$ cat src/rtl/dot_matrix_move_ctrl.sv
// dot_matrix_move_ctrl
//   Turns the four raw direction buttons of the 4x4 dot-matrix board into
//   one-hot move commands for the cursor/matrix register block. The buttons
//   are synchronised, debounced and arbitrated, and a held direction
//   auto-repeats.
//
// Ports
//   clk         system clock; all logic runs on posedge
//   reset       asynchronous, active-low; clears all state
//   power       1 = block enabled, 0 = forced OFF
//   up/down/right/left   raw buttons, asynchronous to clk
//   move_ready  matrix accepts the move this cycle
//   move_valid  move command present
//   move_dir    one-hot {left,down,right,up}; 0 when move_valid=0
//   state       FSM state for debug: OFF=0, IDLE=1, ISSUE=2, DELAY=3
module dot_matrix_move_ctrl #(
    parameter int DEB_CYCLES = 4,
    parameter int REP_DELAY  = 16,
    parameter int REP_PERIOD = 8,
    parameter int CW         = 8
) (
    input  logic       clk,
    input  logic       reset,
    input  logic       power,
    input  logic       up,
    input  logic       down,
    input  logic       right,
    input  logic       left,
    input  logic       move_ready,
    output logic       move_valid,
    output logic [3:0] move_dir,
    output logic [1:0] state
);

    typedef enum logic [1:0] {
        S_OFF   = 2'd0,
        S_IDLE  = 2'd1,
        S_ISSUE = 2'd2,
        S_DELAY = 2'd3
    } state_t;

    state_t st;
    assign state = st;

    // Bit order everywhere: {left, down, right, up}
    logic [3:0]         raw;
    logic [3:0]         sync1, sync2;
    logic [3:0]         db;
    logic [3:0][CW-1:0] deb_cnt;

    assign raw = {left, down, right, up};

    // Two-flop synchroniser and per-button debounce. The counter runs while
    // the synced value disagrees with the debounced one; the debounced bit
    // flips on the edge where the count would reach DEB_CYCLES.
    always_ff @(posedge clk or negedge reset) begin
        if (!reset) begin
            sync1   <= '0;
            sync2   <= '0;
            db      <= '0;
            deb_cnt <= '0;
        end else begin
            sync1 <= raw;
            sync2 <= sync1;
            for (int i = 0; i < 4; i++) begin
                if (sync2[i] == db[i]) begin
                    deb_cnt[i] <= '0;
                end else if (deb_cnt[i] != CW'(DEB_CYCLES)) begin
                    deb_cnt[i] <= deb_cnt[i] + 1'b1;
                    if (deb_cnt[i] == CW'(DEB_CYCLES - 1))
                        db[i] <= sync2[i];
                end
            end
        end
    end

    // Opposing pairs cancel each other, then fixed priority up>right>down>left.
    logic [3:0] masked;
    logic [3:0] winner;

    always_comb begin
        masked = db;
        if (db[0] && db[2]) begin
            masked[0] = 1'b0;
            masked[2] = 1'b0;
        end
        if (db[1] && db[3]) begin
            masked[1] = 1'b0;
            masked[3] = 1'b0;
        end
        winner = 4'b0000;
        if      (masked[0]) winner = 4'b0001;
        else if (masked[1]) winner = 4'b0010;
        else if (masked[2]) winner = 4'b0100;
        else if (masked[3]) winner = 4'b1000;
    end

    logic [3:0]    dir;
    logic          rep;
    logic [CW-1:0] timer;

    always_ff @(posedge clk or negedge reset) begin
        if (!reset) begin
            st         <= S_OFF;
            dir        <= '0;
            rep        <= 1'b0;
            timer      <= '0;
            move_valid <= 1'b0;
            move_dir   <= '0;
        end else if (!power) begin
            // Only place a pending command may vanish without a handshake.
            st         <= S_OFF;
            move_valid <= 1'b0;
            move_dir   <= '0;
        end else begin
            case (st)
                S_OFF: begin
                    st <= S_IDLE;
                end
                S_IDLE: begin
                    if (masked != 4'b0000) begin
                        st         <= S_ISSUE;
                        dir        <= winner;
                        rep        <= 1'b0;
                        move_valid <= 1'b1;
                        move_dir   <= winner;
                    end
                end
                S_ISSUE: begin
                    if (move_ready) begin
                        st         <= S_DELAY;
                        timer      <= '0;
                        move_valid <= 1'b0;
                        move_dir   <= '0;
                    end
                end
                S_DELAY: begin
                    // Only the latched direction matters here; other buttons
                    // are ignored until we are back in IDLE.
                    if ((db & dir) == 4'b0000) begin
                        st <= S_IDLE;
                    end else begin
                        if (timer != {CW{1'b1}})
                            timer <= timer + 1'b1;
                        if (!rep && timer == CW'(REP_DELAY - 1)) begin
                            st         <= S_ISSUE;
                            rep        <= 1'b1;
                            move_valid <= 1'b1;
                            move_dir   <= dir;
                        end else if (rep && timer == CW'(REP_PERIOD - 1)) begin
                            st         <= S_ISSUE;
                            move_valid <= 1'b1;
                            move_dir   <= dir;
                        end
                    end
                end
                default: st <= S_OFF;
            endcase
        end
    end

endmodule

$ cat config.mk
export PLATFORM = sky130hd
export DESIGN_NAME = dot_matrix_move_ctrl
export DESIGN_NICKNAME = d
export VERILOG_FILES = /design/src/rtl/dot_matrix_move_ctrl.sv
export SDC_FILE = /design/constraint.sdc
export NUM_CORES = 1
export LEC_CHECK = 0
export ABC_AREA = 1
export BUFFER_PORTS_ARGS = -buffer_cell sky130_fd_sc_hd__buf_2
export CAP_MARGIN = 0
export CORE_UTILIZATION = 43
export CTS_BUF_LIST = sky130_fd_sc_hd__clkbuf_16
export CTS_CLUSTER_DIAMETER = 100
export DETAILED_ROUTE_END_ITERATION = 10
export GPL_ROUTABILITY_DRIVEN = 0
export SLEW_MARGIN = 20
export SYNTH_ARGS = -nofsm -noshare
export SYNTH_HDL_FRONTEND = slang
export SYNTH_SLANG_ARGS = --single-unit
$ cat constraint.sdc
create_clock -name clk -period 1.7 [get_ports clk]
set_input_delay 0.255 -clock clk [delete_from_list [all_inputs] [get_ports clk]]
set_output_delay 0.255 -clock clk [all_outputs]
set_load 0.1 [all_outputs]
Word level (Yosys, flattened, before mapping)
Index checks and enable logic that the tools add are counted.
{ "word_totals": {"out_inout_bits": 7, "reg_bits": 64, "word_cells": 123, "in_bits": 8} }
{ "op_classes": {"muxes": 45, "n_bitwise": 5, "n_eq_ne": 29, "add_sub_neg": 5, "reduce_logical": 23} }
{ "op_table": {"columns": ["cell", "count"], "rows": [
  ["$mux 8", 11],
  ["$add 8x1->8 const B", 5],
  ["$mux 4", 10],
  ["$eq 8x2->1 const B", 4],
  ["$ne 8x3->1 const B", 4],
  ["$reduce_and 3->1", 6],
  ["$pmux 8 s2", 1],
  ["$reduce_and 5->1", 3],
  ["$mux 1", 13],
  ["$mux 2", 6],
  ["$pmux 4 s3", 1],
  ["$reduce_bool 2->1", 6],
  ["$ne 2x2->1 const B", 5],
  ["$ne 3x3->1 const B", 3],
  ["$eq 8x3->1 const B", 1],
  ["$eq 8x4->1 const B", 1],
  ["$ne 8x8->1 const B", 1],
  ["$pmux 2 s4", 1],
  ["$ne 5x5->1 const B", 1],
  ["$and 4x4->4", 1],
  ["$eq 1x1->1", 4],
  ["$eq 2x2->1 const B", 2],
  ["$logic_and 1x1->1", 4],
  ["$logic_not 4->1", 1],
  ["9 further kinds", 12]
]} }

Longest topological paths before layout
{ "logic_depth": {"ltp_word": 9, "ltp_mapped": 10, "mapped_depth_nobuf": 10} }

Worst setup path after synthesis
No wires, ideal clock.
{ "synth_timing": {"path_type": "register -> register", "startpoint": "register st[1] (netlist: state[1])", "endpoint": "register move_dir[0]", "path_stages_with_launch": 9, "setup_ns": 0.067, "slack_ns": -0.203, "required_ns": 1.633, "synth_period_minus_slack_ns": 1.903, "n_path_buf": 0, "arrival_ns": 1.837, "path_cell_list": "dfrtp_1 nand2_2 inv_2 nand2_2 nand3_2 nand2_4 nand2_4 nand2_1 nand2_1"} }
{ "synth_via": {"elab_chain_cells": 3} }
{ "synth_lines": {"columns": ["element", "line_no", "rtl"], "rows": [
  ["start, declared", "42", "state_t st;"],
  ["start signal, assigned", "104", "st <= S_OFF;"],
  ["start signal, assigned", "112", "st <= S_OFF;"],
  ["start signal, assigned", "118", "st <= S_IDLE;"],
  ["$eq 2x2->1 or $eq 2x1->1 (tied branches)", "116", "case (st)"],
  ["$ne 4x1->1 (no source line), or another cell as far along", null, null],
  ["$reduce_and 5->1 (no source line) or $mux 4 (tied branches)", null, null],
  ["end signal, assigned", "126", "move_dir <= winner;"],
  ["end signal, assigned", "149", "move_dir <= dir;"],
  ["end signal, assigned", "153", "move_dir <= dir;"],
  ["end, declared", "31", "output logic [3:0] move_dir,"]
]} }
Several ways; a longest one is shown, not always the timed one.
A chain may end at the register's enable or synchronous reset.

Worst setup path after layout
{ "layout_timing": {"startpoint": "register timer[1]", "endpoint": "register move_dir[0]"} }
{ "layout_via": {"elab_chain_cells": 6} }
{ "layout_lines": {"columns": ["element", "line_no", "rtl"], "rows": [
  ["start, declared", "100", "logic [CW-1:0] timer;"],
  ["start signal, assigned", "144", "timer <= timer + 1'b1;"],
  ["$eq 8x4->1", "145", "if (!rep && timer == CW'(REP_DELAY - 1)) begin"],
  ["$logic_and 1x1->1", "145", null],
  ["$mux 4", "145", null],
  ["$mux 4", "140", "if ((db & dir) == 4'b0000) begin"],
  ["$pmux 4 s3", "116", null],
  ["$mux 4", "110", "end else if (!power) begin"]
]} }
Several ways; a longest one is shown, not always the timed one. The select of a mux whose other input is x is not followed.

==> results.txt <==
In this run the critical register-to-register path is launched from timer[1]. The worst hold path terminates at sync1[1]. The global-route usage over all layers came out at 17.3%. The number of diodes came out at 0. The initial core utilization is 45.4%. The number of global-route vias before repair is 2576. The number of routed nets with antenna violations is 0.

The required time reported for the critical path endpoint came out at 1.91 ns. The signal arrival time at the worst endpoint came out at 1.68 ns. Clock tree synthesis selected as its root buffer the cell clkbuf_16. The H-tree level count came out at 3. The class of the most critical hold timing path is in2reg. Each instance of the synthesized netlist takes up on average 7.94 µm². The hold path startpoint is right. From synthesis to final layout, the design area changed by 14.8%. The number of cells on the worst hold path is 1.

The worst register-to-register path ends at move_dir[0]. The final number of hold-violating endpoints came to 0. The standby leakage power came out at 1.86 nW. STA classifies the critical path startpoint as a flop. The x dimension of the die came out at 90.2 µm.

The transition time of the tightest slew-check pin is 0.484 ns. The aggregate negative setup slack is 0 ns. The number of nets handed over by synthesis was 438.

The most used flip-flop cell after synthesis is dfrtp_1. The largest clock skew in the final design is 0.00718 ns. The path depth of the worst reg2reg path is 10. The proportion of power drawn by flip-flops and latches came out at 36.5%. Clock latency on the worst-skew pair, taken at its later pin, is 0.32 ns. The smallest clock period supported by the final layout is computed as 1.46 ns. Once the clock tree was built, the setup fixing pass inserted 0 buffers.

The distinct cell type count after synthesis is 29. The number of DRC markers after the initial detailed-route iteration is 133. The maximum operating frequency came out at 683 MHz. The relative slew slack came out at 67.9%. The switching portion of total power came out at 41.8%. The total congestion overflow after global routing came out at 0. The first-pass GRT wire length is 11300 µm. The mapped cell area came out at 3340 µm².

The worst setup path is of the reg2reg kind. The via count is 2690. The number of nets in the layout is 466.

The count of mapped cells out of synthesis is 421. Setup repair after global routing left no endpoint under its margin. The worst path uses 86.1% of the clock period. The via count normalized by instance count came out at 4.86. The number of placement rows is 31. The share of the Yosys chip area taken by registers is 47.9%. The internal power of the cells came out at 3.42 mW. The setup slack on the worst flop-to-flop path came out at 0.24 ns. The final routed wirelength across all metal layers came out at 6220 µm. The total of buffers placed on input and output ports came out at 14. The initial antenna violation count is 0.

The floorplan step defined a core boundary enclosing 7370 µm². The number of pins exceeding their max-slew limit in the final report is 0. The number of clock buffers added by TritonCTS is 9. The worst slack at placement came out at 0.181 ns. The biggest fanout along the worst timing path came out at 6. Dividing the detail-routed wire length by the instance count gives 11.2 µm.

The pin count of the biggest net entering global routing is 49. The share of flip-flops with an asynchronous set or reset is 100%. The combinational cell fraction of total power came out at 36.7%. The clock sink total is 64. The number of failing setup endpoints in the final timing report is 0. The synthesized design contains 0 enable-type register cells. The DRC violation count after routing is 0. The number of placed I/O pins is 15. In this run the vertical extent of the chip is 90.2 µm. The design draws 5.88 mW. Max-cap violations in this run came to 0.

The iteration count of the initial detailed-routing pass is 5. The fraction of final layout cells sized beyond drive strength 1 came out at 11.0%. The cell area power density is 1530 nW/µm². Clock-pin slew was measured on the worst setup and hold paths at 0.05 ns. The run finished with clean final reports. TritonCTS built the clock tree.

The power spent charging and discharging nets is 2.46 mW. The maximum number of buffers from clock root to sink is 2. STA classifies the critical path endpoint as a flop. The HPWL after detailed placement is 4460 µm. After layout, the worst setup slack is 0.236 ns. The synthesis-stage register bit count came out at 64. The area of the die came out at 8130 µm². VDD sags by at most 0.659 mV. The number of warnings issued by yosys is 0. Of the total power, the clock network draws 26.8%.
-- layer usage --
metal / global-route usage, % / vias up / wire [µm]
li1: - / 1419 / -
met1: 22.9 / 1232 / 3120
met2: 26.5 / 35 / 2810
met3: 5.25 / 4 / 232
met4: 6.85 / 0 / 48
met5: 0 / - / 0
-- placed cells by master, fill, tap and decap left out, drive strengths merged --
master       Yosys  layout
clkbuf           0       9
xor2             5       5
clkinvlp         0       1
dfrtp           64      64
inv             57      60
clkinv           0       3
nor2            50      50
o21ai           23      23
buf              2      18
and3             2       2
o31a             1       1
a211oi           1       1
mux2             1       1
nand4            4       4
o31ai            3       3
nand3           46      46
ha               9       9
nand3b           3       3
nor3            10      10
a31oi            1       1
xnor2           10      10
dlygate4sd3      0       1
nand2          108     108
a21oi           20      20
nor4             1       1
-- registers in the layout, indices dropped and copies added (netlist names) --
name        count
move_valid      1
sync2           4
rep             1
move_dir        4
state           2
sync1           4
dir             4
deb_cnt        32
db              4
timer           8
-- power groups by stage --
stage	clock, mW	combinational [mW]	sequential (mW)
4_1_cts	1.62	2.17	2.14
5_1_grt	1.70	2.42	2.20
3_3_place_gp	0	2.14	2.16
3_5_place_dp	0	2.16	2.17
6_report	1.57	2.16	2.15
2_1_floorplan	0	1.26	2.57
-- worst max-delay path, stage by stage (launching register included) --
cell	delay [ns]
dfrtp_1	0.37
ha_1	0.19
nand3_1	0.13
nor2_1	0.11
nand2_1	0.08
nand3_1	0.10
nand2_1	0.07
inv_2	0.11
nand2_4	0.08
nand2_1	0.06
nand2_1	0.04
-- cell type report --
| class | count | area [µm²] |
|---|---|---|
| Tap cell | 99 | 124 |
| Inverter | 57 | 214 |
| Sequential cell | 64 | 1600 |
| Clock inverter | 7 | 32.5 |
| Multi-Input combinational cell | 298 | 1520 |
| Fill cell | 728 | 3530 |
| Timing Repair Buffer | 19 | 123 |
| Clock buffer | 9 | 225 |
-- cell families after synthesis --
| group | synth area share (%) |
|---|---|
| adder cells (fa/ha/maj) | 3.37 |
| flip-flops | 47.9 |
| AO/OA/AOI/OAI | 7.78 |
| multiplexers | 0.337 |
| buffers and inverters | 6.96 |
| AND/OR/NAND/NOR | 29.7 |
| XOR/XNOR | 3.93 |
-- worst max-delay path by stage --
stage	start	end	slack [ns]	depth (start not counted)
2_1_floorplan	state[1]	move_dir[0]	0.14	8
3_3_place_gp	timer[0]	timer[3]	0.24	8
3_5_place_dp	timer[0]	timer[3]	0.18	8
4_1_cts	timer[0]	timer[3]	0.16	8
5_1_grt	timer[0]	move_dir[3]	0.03	10
6_report	timer[1]	move_dir[0]	0.24	10
-- timing repair --
item / in CTS / in global routing
resized for setup: 0 / 2
hold endpoints to repair: 16 / 0
hold buffers: 1 / 0
endpoints found under the setup margin: 0 / 3
-- per-stage QoR --
stage               area, µm²  instances  util (%)  hold WS, ns
floorplan                3350        421         -      -0.0406
global placement         3560        536      48.4        0.206
detailed placement       3560        536      48.4        0.215
CTS                      3830        553      52.0       0.0264
global route             3840        553      52.1       0.0216
finish                   3840        553      52.1       0.0374
-- synth_stat cells (4+ instances only) --
master,instances,share of area [%]
nor2_1,47,5.3
o21ai_0,17,2.5
a21oi_1,20,3.0
nand4_1,4,0.75
nand2_2,4,0.75
xnor2_1,10,2.6
nor3_1,10,1.5
nand3_1,44,6.6
inv_1,53,5.9
o21ai_1,6,0.90
xor2_1,5,1.3
nand2_1,101,11
ha_1,9,3.4
dfrtp_1,64,48
inv_2,4,0.45
No activity file was read; power rests on OpenSTA's default activity.
